## config.mk

```make
export PLATFORM = sky130hd
export DESIGN_NAME = alu_cmd_seq
export DESIGN_NICKNAME = d
export VERILOG_FILES = /design/src/rtl/alu_cmd_seq.sv
export SDC_FILE = /design/constraint.sdc
export NUM_CORES = 1
export LEC_CHECK = 0
export ABC_CLOCK_PERIOD_IN_PS = 2300
export BUFFER_PORTS_ARGS = -buffer_cell sky130_fd_sc_hd__buf_2
export CAP_MARGIN = 15
export CORE_MARGIN = 3
export CORE_UTILIZATION = 45
export CTS_CLUSTER_DIAMETER = 80
export CTS_CLUSTER_SIZE = 40
export DETAILED_ROUTE_END_ITERATION = 7
export PLACE_DENSITY = 0.67
export SLEW_MARGIN = 20
export SYNTH_ARGS = -nofsm -noshare
export SYNTH_HDL_FRONTEND = slang
export SYNTH_SLANG_ARGS = --single-unit
```

## constraint.sdc

```tcl
create_clock -name clock -period 2.3 [get_ports clock]
set_clock_uncertainty 0.15 [all_clocks]
set_input_delay 0.345 -clock clock [delete_from_list [all_inputs] [get_ports clock]]
set_output_delay 0.345 -clock clock [all_outputs]
set_load 0.02 [all_outputs]
```

## src/rtl/alu_cmd_seq.sv

```systemverilog
// alu_cmd_seq: command FIFO feeding an external fixed-latency ALU, with a
// valid/op pipe that tracks in-flight operations and a result FIFO that
// collects ALU results in issue order. Issue is throttled so that every
// in-flight operation is guaranteed a free result slot on capture.
module alu_cmd_seq #(
  parameter int WIDTH   = 16,
  parameter int CDEPTH  = 4,
  parameter int RDEPTH  = 4,
  parameter int LATENCY = 2
) (
  input  logic             clock,
  input  logic             reset,
  input  logic             in_valid,
  output logic             in_ready,
  input  logic [2:0]       in_op,
  input  logic [WIDTH-1:0] in_a,
  input  logic [WIDTH-1:0] in_b,
  output logic [2:0]       alu_op,
  output logic [WIDTH-1:0] alu_a,
  output logic [WIDTH-1:0] alu_b,
  input  logic [WIDTH-1:0] alu_result,
  output logic             out_valid,
  input  logic             out_ready,
  output logic [WIDTH-1:0] out_data,
  output logic [2:0]       out_op
);

  localparam int CAW = $clog2(CDEPTH);
  localparam int RAW = $clog2(RDEPTH);
  localparam logic [CAW:0] CDEPTH_C = (CAW+1)'(CDEPTH);

  // Command FIFO storage and bookkeeping
  logic [2:0]       cmd_op_mem [CDEPTH];
  logic [WIDTH-1:0] cmd_a_mem  [CDEPTH];
  logic [WIDTH-1:0] cmd_b_mem  [CDEPTH];
  logic [CAW-1:0]   cmd_wr_ptr_q, cmd_wr_ptr_d;
  logic [CAW-1:0]   cmd_rd_ptr_q, cmd_rd_ptr_d;
  logic [CAW:0]     cmd_count_q, cmd_count_d;

  // Result FIFO storage and bookkeeping
  logic [WIDTH-1:0] res_data_mem [RDEPTH];
  logic [2:0]       res_op_mem   [RDEPTH];
  logic [RAW-1:0]   res_wr_ptr_q, res_wr_ptr_d;
  logic [RAW-1:0]   res_rd_ptr_q, res_rd_ptr_d;
  logic [RAW:0]     res_count_q, res_count_d;

  // In-flight tracking pipe: one {valid, op} per ALU latency stage
  logic [LATENCY-1:0] pv_q;
  logic [2:0]         pop_q [LATENCY];

  logic        accept;
  logic        issue;
  logic        capture;
  logic        pop;
  logic [31:0] inflight;
  logic [31:0] occupancy;

  // Handshakes and the issue throttle, all from registered state only
  always_comb begin
    inflight = 32'd0;
    for (int i = 0; i < LATENCY; i++) begin
      inflight = inflight + 32'(pv_q[i]);
    end
    occupancy = inflight + 32'(res_count_q);
    in_ready  = reset && (cmd_count_q < CDEPTH_C);
    accept    = in_valid && in_ready;
    issue     = reset && (cmd_count_q != '0) && (occupancy < 32'(RDEPTH));
    capture   = pv_q[LATENCY-1];
    out_valid = reset && (res_count_q != '0);
    pop       = out_valid && out_ready;
  end

  // Drive the ALU with the FIFO head only while an issue is happening
  always_comb begin
    alu_op = 3'd0;
    alu_a  = '0;
    alu_b  = '0;
    if (issue) begin
      alu_op = cmd_op_mem[cmd_rd_ptr_q];
      alu_a  = cmd_a_mem[cmd_rd_ptr_q];
      alu_b  = cmd_b_mem[cmd_rd_ptr_q];
    end
  end

  // Present the oldest buffered result, zero when the buffer is empty
  always_comb begin
    out_data = '0;
    out_op   = 3'd0;
    if (out_valid) begin
      out_data = res_data_mem[res_rd_ptr_q];
      out_op   = res_op_mem[res_rd_ptr_q];
    end
  end

  // Next-state for both FIFOs' pointers and occupancy counts
  always_comb begin
    cmd_wr_ptr_d = cmd_wr_ptr_q;
    cmd_rd_ptr_d = cmd_rd_ptr_q;
    cmd_count_d  = cmd_count_q;
    res_wr_ptr_d = res_wr_ptr_q;
    res_rd_ptr_d = res_rd_ptr_q;
    res_count_d  = res_count_q;
    if (accept) cmd_wr_ptr_d = CAW'(cmd_wr_ptr_q + 1'b1);
    if (issue)  cmd_rd_ptr_d = CAW'(cmd_rd_ptr_q + 1'b1);
    if (accept && !issue) cmd_count_d = cmd_count_q + 1'b1;
    else if (!accept && issue) cmd_count_d = cmd_count_q - 1'b1;
    if (capture) res_wr_ptr_d = RAW'(res_wr_ptr_q + 1'b1);
    if (pop)     res_rd_ptr_d = RAW'(res_rd_ptr_q + 1'b1);
    if (capture && !pop) res_count_d = res_count_q + 1'b1;
    else if (!capture && pop) res_count_d = res_count_q - 1'b1;
  end

  // Pointer and count registers, cleared by reset
  always_ff @(posedge clock) begin
    if (!reset) begin
      cmd_wr_ptr_q <= '0;
      cmd_rd_ptr_q <= '0;
      cmd_count_q  <= '0;
      res_wr_ptr_q <= '0;
      res_rd_ptr_q <= '0;
      res_count_q  <= '0;
    end else begin
      cmd_wr_ptr_q <= cmd_wr_ptr_d;
      cmd_rd_ptr_q <= cmd_rd_ptr_d;
      cmd_count_q  <= cmd_count_d;
      res_wr_ptr_q <= res_wr_ptr_d;
      res_rd_ptr_q <= res_rd_ptr_d;
      res_count_q  <= res_count_d;
    end
  end

  // FIFO storage writes; contents need no reset since counts gate reads
  always_ff @(posedge clock) begin
    if (accept) begin
      cmd_op_mem[cmd_wr_ptr_q] <= in_op;
      cmd_a_mem[cmd_wr_ptr_q]  <= in_a;
      cmd_b_mem[cmd_wr_ptr_q]  <= in_b;
    end
    if (capture) begin
      res_data_mem[res_wr_ptr_q] <= alu_result;
      res_op_mem[res_wr_ptr_q]   <= pop_q[LATENCY-1];
    end
  end

  // Valid/op pipe shifts every edge; stage 0 loads the op being issued
  genvar gi;
  generate
    for (gi = 0; gi < LATENCY; gi++) begin : g_pipe
      if (gi == 0) begin : g_head
        // First stage samples the issue decision and the head op
        always_ff @(posedge clock) begin
          if (!reset) begin
            pv_q[0]  <= 1'b0;
            pop_q[0] <= 3'd0;
          end else begin
            pv_q[0]  <= issue;
            pop_q[0] <= alu_op;
          end
        end
      end else begin : g_tail
        // Later stages follow the previous stage one edge behind
        always_ff @(posedge clock) begin
          if (!reset) begin
            pv_q[gi]  <= 1'b0;
            pop_q[gi] <= 3'd0;
          end else begin
            pv_q[gi]  <= pv_q[gi-1];
            pop_q[gi] <= pop_q[gi-1];
          end
        end
      end
    end
  endgenerate

endmodule
```

After elaboration in Yosys (flattened, before gate mapping)
Memory sizes are Yosys's and may differ from the RTL's. A register that Yosys moved wholly into a read port is not among the register bits.
Index checks and enable logic that the tools add are counted.
{ "classes": {"n_addsub": 10, "order_cmp": 2, "muxes": 27, "bitwise_logic": 2, "reduce_logical": 18} }
{ "ops": {"columns": ["cell", "count"], "rows": [
  ["$mux 16", 3],
  ["$mux 3", 8],
  ["$mux 2", 10],
  ["$logic_and 1x1->1", 10],
  ["$add 2x1->2 const B", 4],
  ["$add 3x1->3 const B", 2],
  ["$mux 1", 6],
  ["$reduce_bool 3->1", 2],
  ["$sub 3x1->3 const B", 2],
  ["$add 2x3->4", 1],
  ["$logic_not 1->1", 4],
  ["$lt 4x3->1 const B", 1],
  ["$reduce_bool 2->1", 2],
  ["$lt 3x3->1 const B", 1],
  ["$add 1x1->2", 1],
  ["$or 1x1->1", 2]
]} }
{ "totals": {"register_bits": 16, "ram_bits": 222, "in_bits": 55, "out_inout_bits": 56, "wordCells": 73, "n_memories": 6} }
{ "memory_table": {"columns": ["memory", "depth", "width", "rd", "rd_clocked_by_memory_dff", "wr", "line_no", "rtl"], "rows": [
  ["cmd_a_mem", 4, 16, 1, 1, 1, "34", "logic [WIDTH-1:0] cmd_a_mem [CDEPTH];"],
  ["cmd_b_mem", 4, 16, 1, 1, 1, "35", "logic [WIDTH-1:0] cmd_b_mem [CDEPTH];"],
  ["res_data_mem", 4, 16, 1, 1, 1, "41", "logic [WIDTH-1:0] res_data_mem [RDEPTH];"],
  ["cmd_op_mem", 4, 3, 1, 1, 1, "33", "logic [2:0] cmd_op_mem [CDEPTH];"],
  ["res_op_mem", 4, 3, 1, 1, 1, "42", "logic [2:0] res_op_mem [RDEPTH];"],
  ["pop_q", 2, 3, 2, 0, 2, "49", "logic [2:0] pop_q [LATENCY];"]
]} }

Logic depth before layout (Yosys ltp)
{ "depth": {"depth_word": 7, "depth_mapped": 10, "mapped_depth_nobuf": 9} }

Worst setup path after synthesis
No wires, ideal clock.
{ "synth_path": {"path_kind": "reg-to-reg", "startpoint": "reg res_count_q[0]", "endpoint": "reg cmd_count_q[2]", "setup_ps": 71, "arrival_time_ps": 2310, "required_ps": 2079, "setup_slack_ps": -231, "path_stages_with_launch": 11, "path_buffers": 1, "path_cell_list": "dfxtp_1 -> ha_1 -> a21oi_1 -> o2111ai_2 -> buf_2 -> ha_1 -> inv_1 -> fa_1 -> xor2_1 -> or3_1 -> a21oi_1"} }
{ "synth_between": {"elab_chain_len": 6} }
{ "synth_lines": {"columns": ["element", "line_no", "rtl"], "rows": [
  ["from (decl)", "45", "logic [RAW:0] res_count_q, res_count_d;"],
  ["from (signal assigned)", "128", "res_count_q <= res_count_d;"],
  ["$add 2x3->4 *", "64", "occupancy = inflight + 32'(res_count_q);"],
  ["$lt 4x3->1 *", "67", "issue = reset && (cmd_count_q != '0) && (occupancy < 32'(RDEPTH));"],
  ["$logic_and 1x1->1 *", "67", null],
  ["$logic_not 1->1", "105", "if (accept && !issue) cmd_count_d = cmd_count_q + 1'b1;"],
  ["$logic_and 1x1->1", "105", null],
  ["$mux 3 or $reduce_bool 2->1 (tied branches)", null, null],
  ["to (signal assigned)", "125", "cmd_count_q <= cmd_count_d;"],
  ["to (decl)", "38", "logic [CAW:0] cmd_count_q, cmd_count_d;"]
]} }
Mark *: on every way between the ends. The rest lies on a longest branch, timed or not.
A chain may end at the register's enable or synchronous reset.

Worst setup path in the final report
{ "layout_path": {"startpoint": "reg res_count_q[0]", "endpoint": "out alu_op[0]"} }
{ "layout_between": {"elab_chain_len": 4} }
{ "layout_lines": {"columns": ["element", "line_no", "rtl"], "rows": [
  ["$add 2x3->4", "64", null],
  ["$lt 4x3->1", "67", null],
  ["$logic_and 1x1->1", "67", null],
  ["$mux 3", "78", "if (issue) begin"],
  ["to (decl)", "18", "output logic [2:0] alu_op,"]
]} }
Every way passes these cells.

==> run summary <==
The detailed router finished its first iteration with 264 violations. The checks that failed: setup timing. The run gives 1 as the number of levels the H-tree was split into.

The proportion of power drawn by flip-flops and latches was 0.426; the worst reg-to-reg path cell count was 11. The tools report the weighted congestion reported at the end of routability-driven placement as 0.735. The post-synthesis area per instance is 20.5 µm², and the die extent in x is 150 µm. Entering global routing, the biggest net connects 41 pins. The worst register-to-register path begins at res_count_q[0]. The data required time at the worst endpoint is 1800 ps, and the wire length of the first global-routing pass is 27.5 mm. The effective utilization at floorplan is 0.460. The die span in y is 150 µm, and the cell area after placement is 0.0105 mm². In this run the worst hold path is classified as primary input to flip-flop. The run finished, with violations left. The number of antenna violations at the first check in global routing was 0. The run gives 0.0298 as the met3 capacity usage during global routing. The worst reg-to-reg setup slack was -140 ps. Tightest slew margin relative to the limit: 0.765.

For the combinational share of power, the log shows 0.366. Root buffer cell: sky130_fd_sc_hd__clkbuf_16. The startpoint of the worst hold path was reset. The tools report the reg-to-reg endpoint as res_count_q[2]. For this design the top-level I/O count stands at 111.

The cell depth of the worst min-delay path was 2; the post-route minimum period was 2500 ps. After synthesis the netlist holds a flip-flop and latch count of 242. For the worst-skew pair, the clock arrives at the later sink with an insertion delay of 490 ps. Along the worst path, the maximum fanout reaches 16. Area of the core: 0.0204 mm².

For this run the aggregate overflow at the end of global routing stands at 0. The tools report the post-synth net total as 525. For this run, the number of Yosys warnings is 0. The tools report the worst hold slack after final layout as 49.6 ps. Setup repair after global routing could not meet its margin everywhere.

In this run the deepest clock path goes through 3 buffers. The final critical-path share of the clock period is 1.09. The tools report the summed area of non-filler cells in the final layout as 0.0122 mm².

The analysis attributes to net switching a power of 0.00365 W. Based on the critical path, the design can be clocked at up to 0.400 GHz. TritonCTS built the clock tree. The global routing stage identified its most utilized layer as met2. Setup violations remaining at the end of the flow were counted as 56. In this run, CTS created clock tree buffers numbering 12. Clock tree synthesis found a total of 242 sinks. The final max-slew violation count is 0, and the transition time at the pin with the least slew margin is 352 ps. The multi-input combinational cells in the finished layout cover a total of 0.00243 mm². The internal portion of the total power is 0.00877 W. The worst setup path is of the flip-flop to output port kind. The fraction of final layout cells with drive strength greater than 1 was 0.446. The area growth from synthesis to layout is 30.0%. 0 antenna diodes ended up in the layout. The power density over cell area is 1020 mW/mm². Synthesis produced a netlist whose cell count is 457.

Summing every instance area after synthesis gives 0.00937 mm². Global routing usage on met2: 0.279. The count of endpoints failing hold in the final timing report was 0; the count of antenna-violating nets left after detailed routing was 0. The initialized floorplan defines 52 standard-cell rows.

The global routing usage on met1 was 0.202; the number of distinct standard cells referenced by the synthesized netlist was 28. The sequential area share after synthesis was 0.748. Wires add up to 17.8 mm.

The die covers 0.0226 mm². Max-cap violations in this run came to 0. Wire length per cell after detailed routing: 19.1 µm. The tools report the worst-case setup margin in the final layout as -198 ps. After detailed routing, the number of remaining DRC violations is 0. The sequential cells in the finished layout cover a total of 0.00702 mm². The logs give 1,475 for the total of fill cells in the finished design and 4,737 for the routed via count. The worst hold path terminates at capture. Clock-pin slew was measured on the worst setup and hold paths at 110 ps. The worst-case IR drop observed on VDD is 700 µV. The via count of the first global-routing pass is 5,164, and the final HPWL from detailed placement is 10.4 mm. The number of input and output port buffers inserted is 110. STA classifies the critical path startpoint as a flip-flop. The first-pass detailed-route iteration total was 4; the power share of the clock group was 0.207. The proportion of total power due to net switching was 0.294; the leakage power of the design was 4.28 nW. In the routed layout, each cell is associated on average with a via count of 5.08. The run gives 0.157 as the global router's overall resource usage. STA classifies the critical path endpoint as an output port. The run gives 2000 ps as the arrival time reported for the critical path endpoint.

For this run, the post-layout net count is 725.
## cell usage after synthesis (all sizes together)
| cell type | instances | area [µm²] |
|---|---|---|
| a21oi | 4 | 20.0 |
| and3b | 1 | 8.76 |
| and2 | 31 | 194 |
| xnor2 | 2 | 17.5 |
| o21ai | 3 | 15.0 |
| mux4 | 54 | 1250 |
| xor2 | 4 | 35.0 |
| inv | 11 | 41.3 |
| o31ai | 2 | 15.0 |
| edfxtp | 216 | 6490 |
| ha | 11 | 138 |
| or3 | 4 | 25.0 |
| fa | 2 | 40.0 |
| nand2 | 6 | 22.5 |
| buf | 15 | 121 |
| clkbuf | 6 | 23.8 |
| nor2 | 8 | 30.0 |
| o2111a | 1 | 11.3 |
| mux2i | 8 | 80.1 |
| nand2b | 2 | 12.5 |
| nor2b | 38 | 238 |
| dfxtp | 26 | 521 |
| o211a | 1 | 10.0 |
| o2111ai | 1 | 15.0 |
## per-stage QoR
step                      power, W  setup TNS, ps  setup slack (ps)  std cells   util
final                       0.0124          -7290              -198        933  0.598
after global routing        0.0130         -11470              -271        933  0.598
after CTS                   0.0122          -7890              -210        927  0.587
after detailed placement   0.00871           -110              -110        847  0.516
after global placement     0.00864              0              30.8        847  0.516
after floorplan            0.00768          -45.6             -45.6        457      -
## power by group through the flow
stage	logic [W]	clock network, W	registers [W]
2_1_floorplan	0.00235	0	0.00533
3_3_place_gp	0.00329	0	0.00535
3_5_place_dp	0.00334	0	0.00537
4_1_cts	0.00427	0.00264	0.00529
5_1_grt	0.00486	0.00278	0.00533
6_report	0.00455	0.00257	0.00530
## worst max-delay path, stage by stage (launching register included)
cell                        delay, ps
sky130_fd_sc_hd__dfxtp_4          370
sky130_fd_sc_hd__ha_4             240
sky130_fd_sc_hd__a21oi_4          160
sky130_fd_sc_hd__o2111ai_4        130
sky130_fd_sc_hd__buf_6            170
sky130_fd_sc_hd__buf_16           160
sky130_fd_sc_hd__nor2b_4          160
sky130_fd_sc_hd__buf_6            140
## final cells by class
| type | instances | share of cell area |
|---|---|---|
| multi-input cells | 183 | 0.200 |
| clock buffers | 13 | 0.0267 |
| flip-flops and latches | 242 | 0.577 |
| inverters | 11 | 0.00339 |
| well taps | 270 | 0.0277 |
| clock inverters | 7 | 0.00873 |
| repair buffers | 207 | 0.157 |
## placed cells by master (no fill, tap or decap), drive strengths merged
master	netlist	final
o2111a	1	1
o21ai	3	3
buf	15	155
and3b	1	1
xor2	4	4
clkinv	0	4
inv	11	14
nand2b	2	2
a21oi	4	4
nor2	8	8
dlygate4sd3	0	51
edfxtp	216	216
o211a	1	1
or3	4	4
mux4	54	54
o31ai	2	2
nand2	6	6
o2111ai	1	1
ha	11	11
and2	31	31
xnor2	2	2
nor2b	38	38
clkbuf	6	14
mux2i	8	8
fa	2	2
dfxtp	26	26
## per-layer routing
metal / routed length [µm] / vias up
met2: 9210 / 129
li1: - / 2176
met1: 7380 / 2415
met4: 272 / 0
met3: 920 / 17
met5: 0 / -
## state kept, by name, indices dropped and copies added, names as in the netlist, named ones only
register	count
res_wr_ptr_q	2
pv_q	1
capture	1
pop_q	6
cmd_count_q	3
cmd_b_mem	64
res_data_mem	64
res_op_mem	12
res_rd_ptr_q	2
cmd_op_mem	12
cmd_a_mem	64
res_count_q	3
cmd_wr_ptr_q	2
cmd_rd_ptr_q	2
## worst max-delay path by stage
stage	cells past startpoint	endpoint	from
after floorplan	10	cmd_count_q[2]	res_count_q[0]
after global placement	9	res_count_q[2]	res_count_q[0]
after detailed placement	9	res_count_q[2]	res_count_q[0]
after CTS	7	alu_op[0]	res_count_q[0]
after global routing	7	alu_a[7]	res_count_q[0]
final	7	alu_op[0]	res_count_q[0]
## timing repair
action	CTS	global route
buffers inserted	6	5
cloned	3	1
endpoints found under the hold margin	204	0
hold buffers	51	0
gates resized for setup	127	58
pin swaps	13	9
endpoints found under the setup margin	56	56
## cell families after synthesis
logic type | after synthesis | share of synthesized area
AOI/OAI and AO/OA | 12 | 0.00921
xor gates and xnor gates | 6 | 0.00561
adders and majority gates | 13 | 0.0190
buffers and inverters | 32 | 0.0199
DFF | 242 | 0.748
muxes | 62 | 0.142
and+or+nand+nor | 90 | 0.0566
No activity file was read; power rests on OpenSTA's default activity.
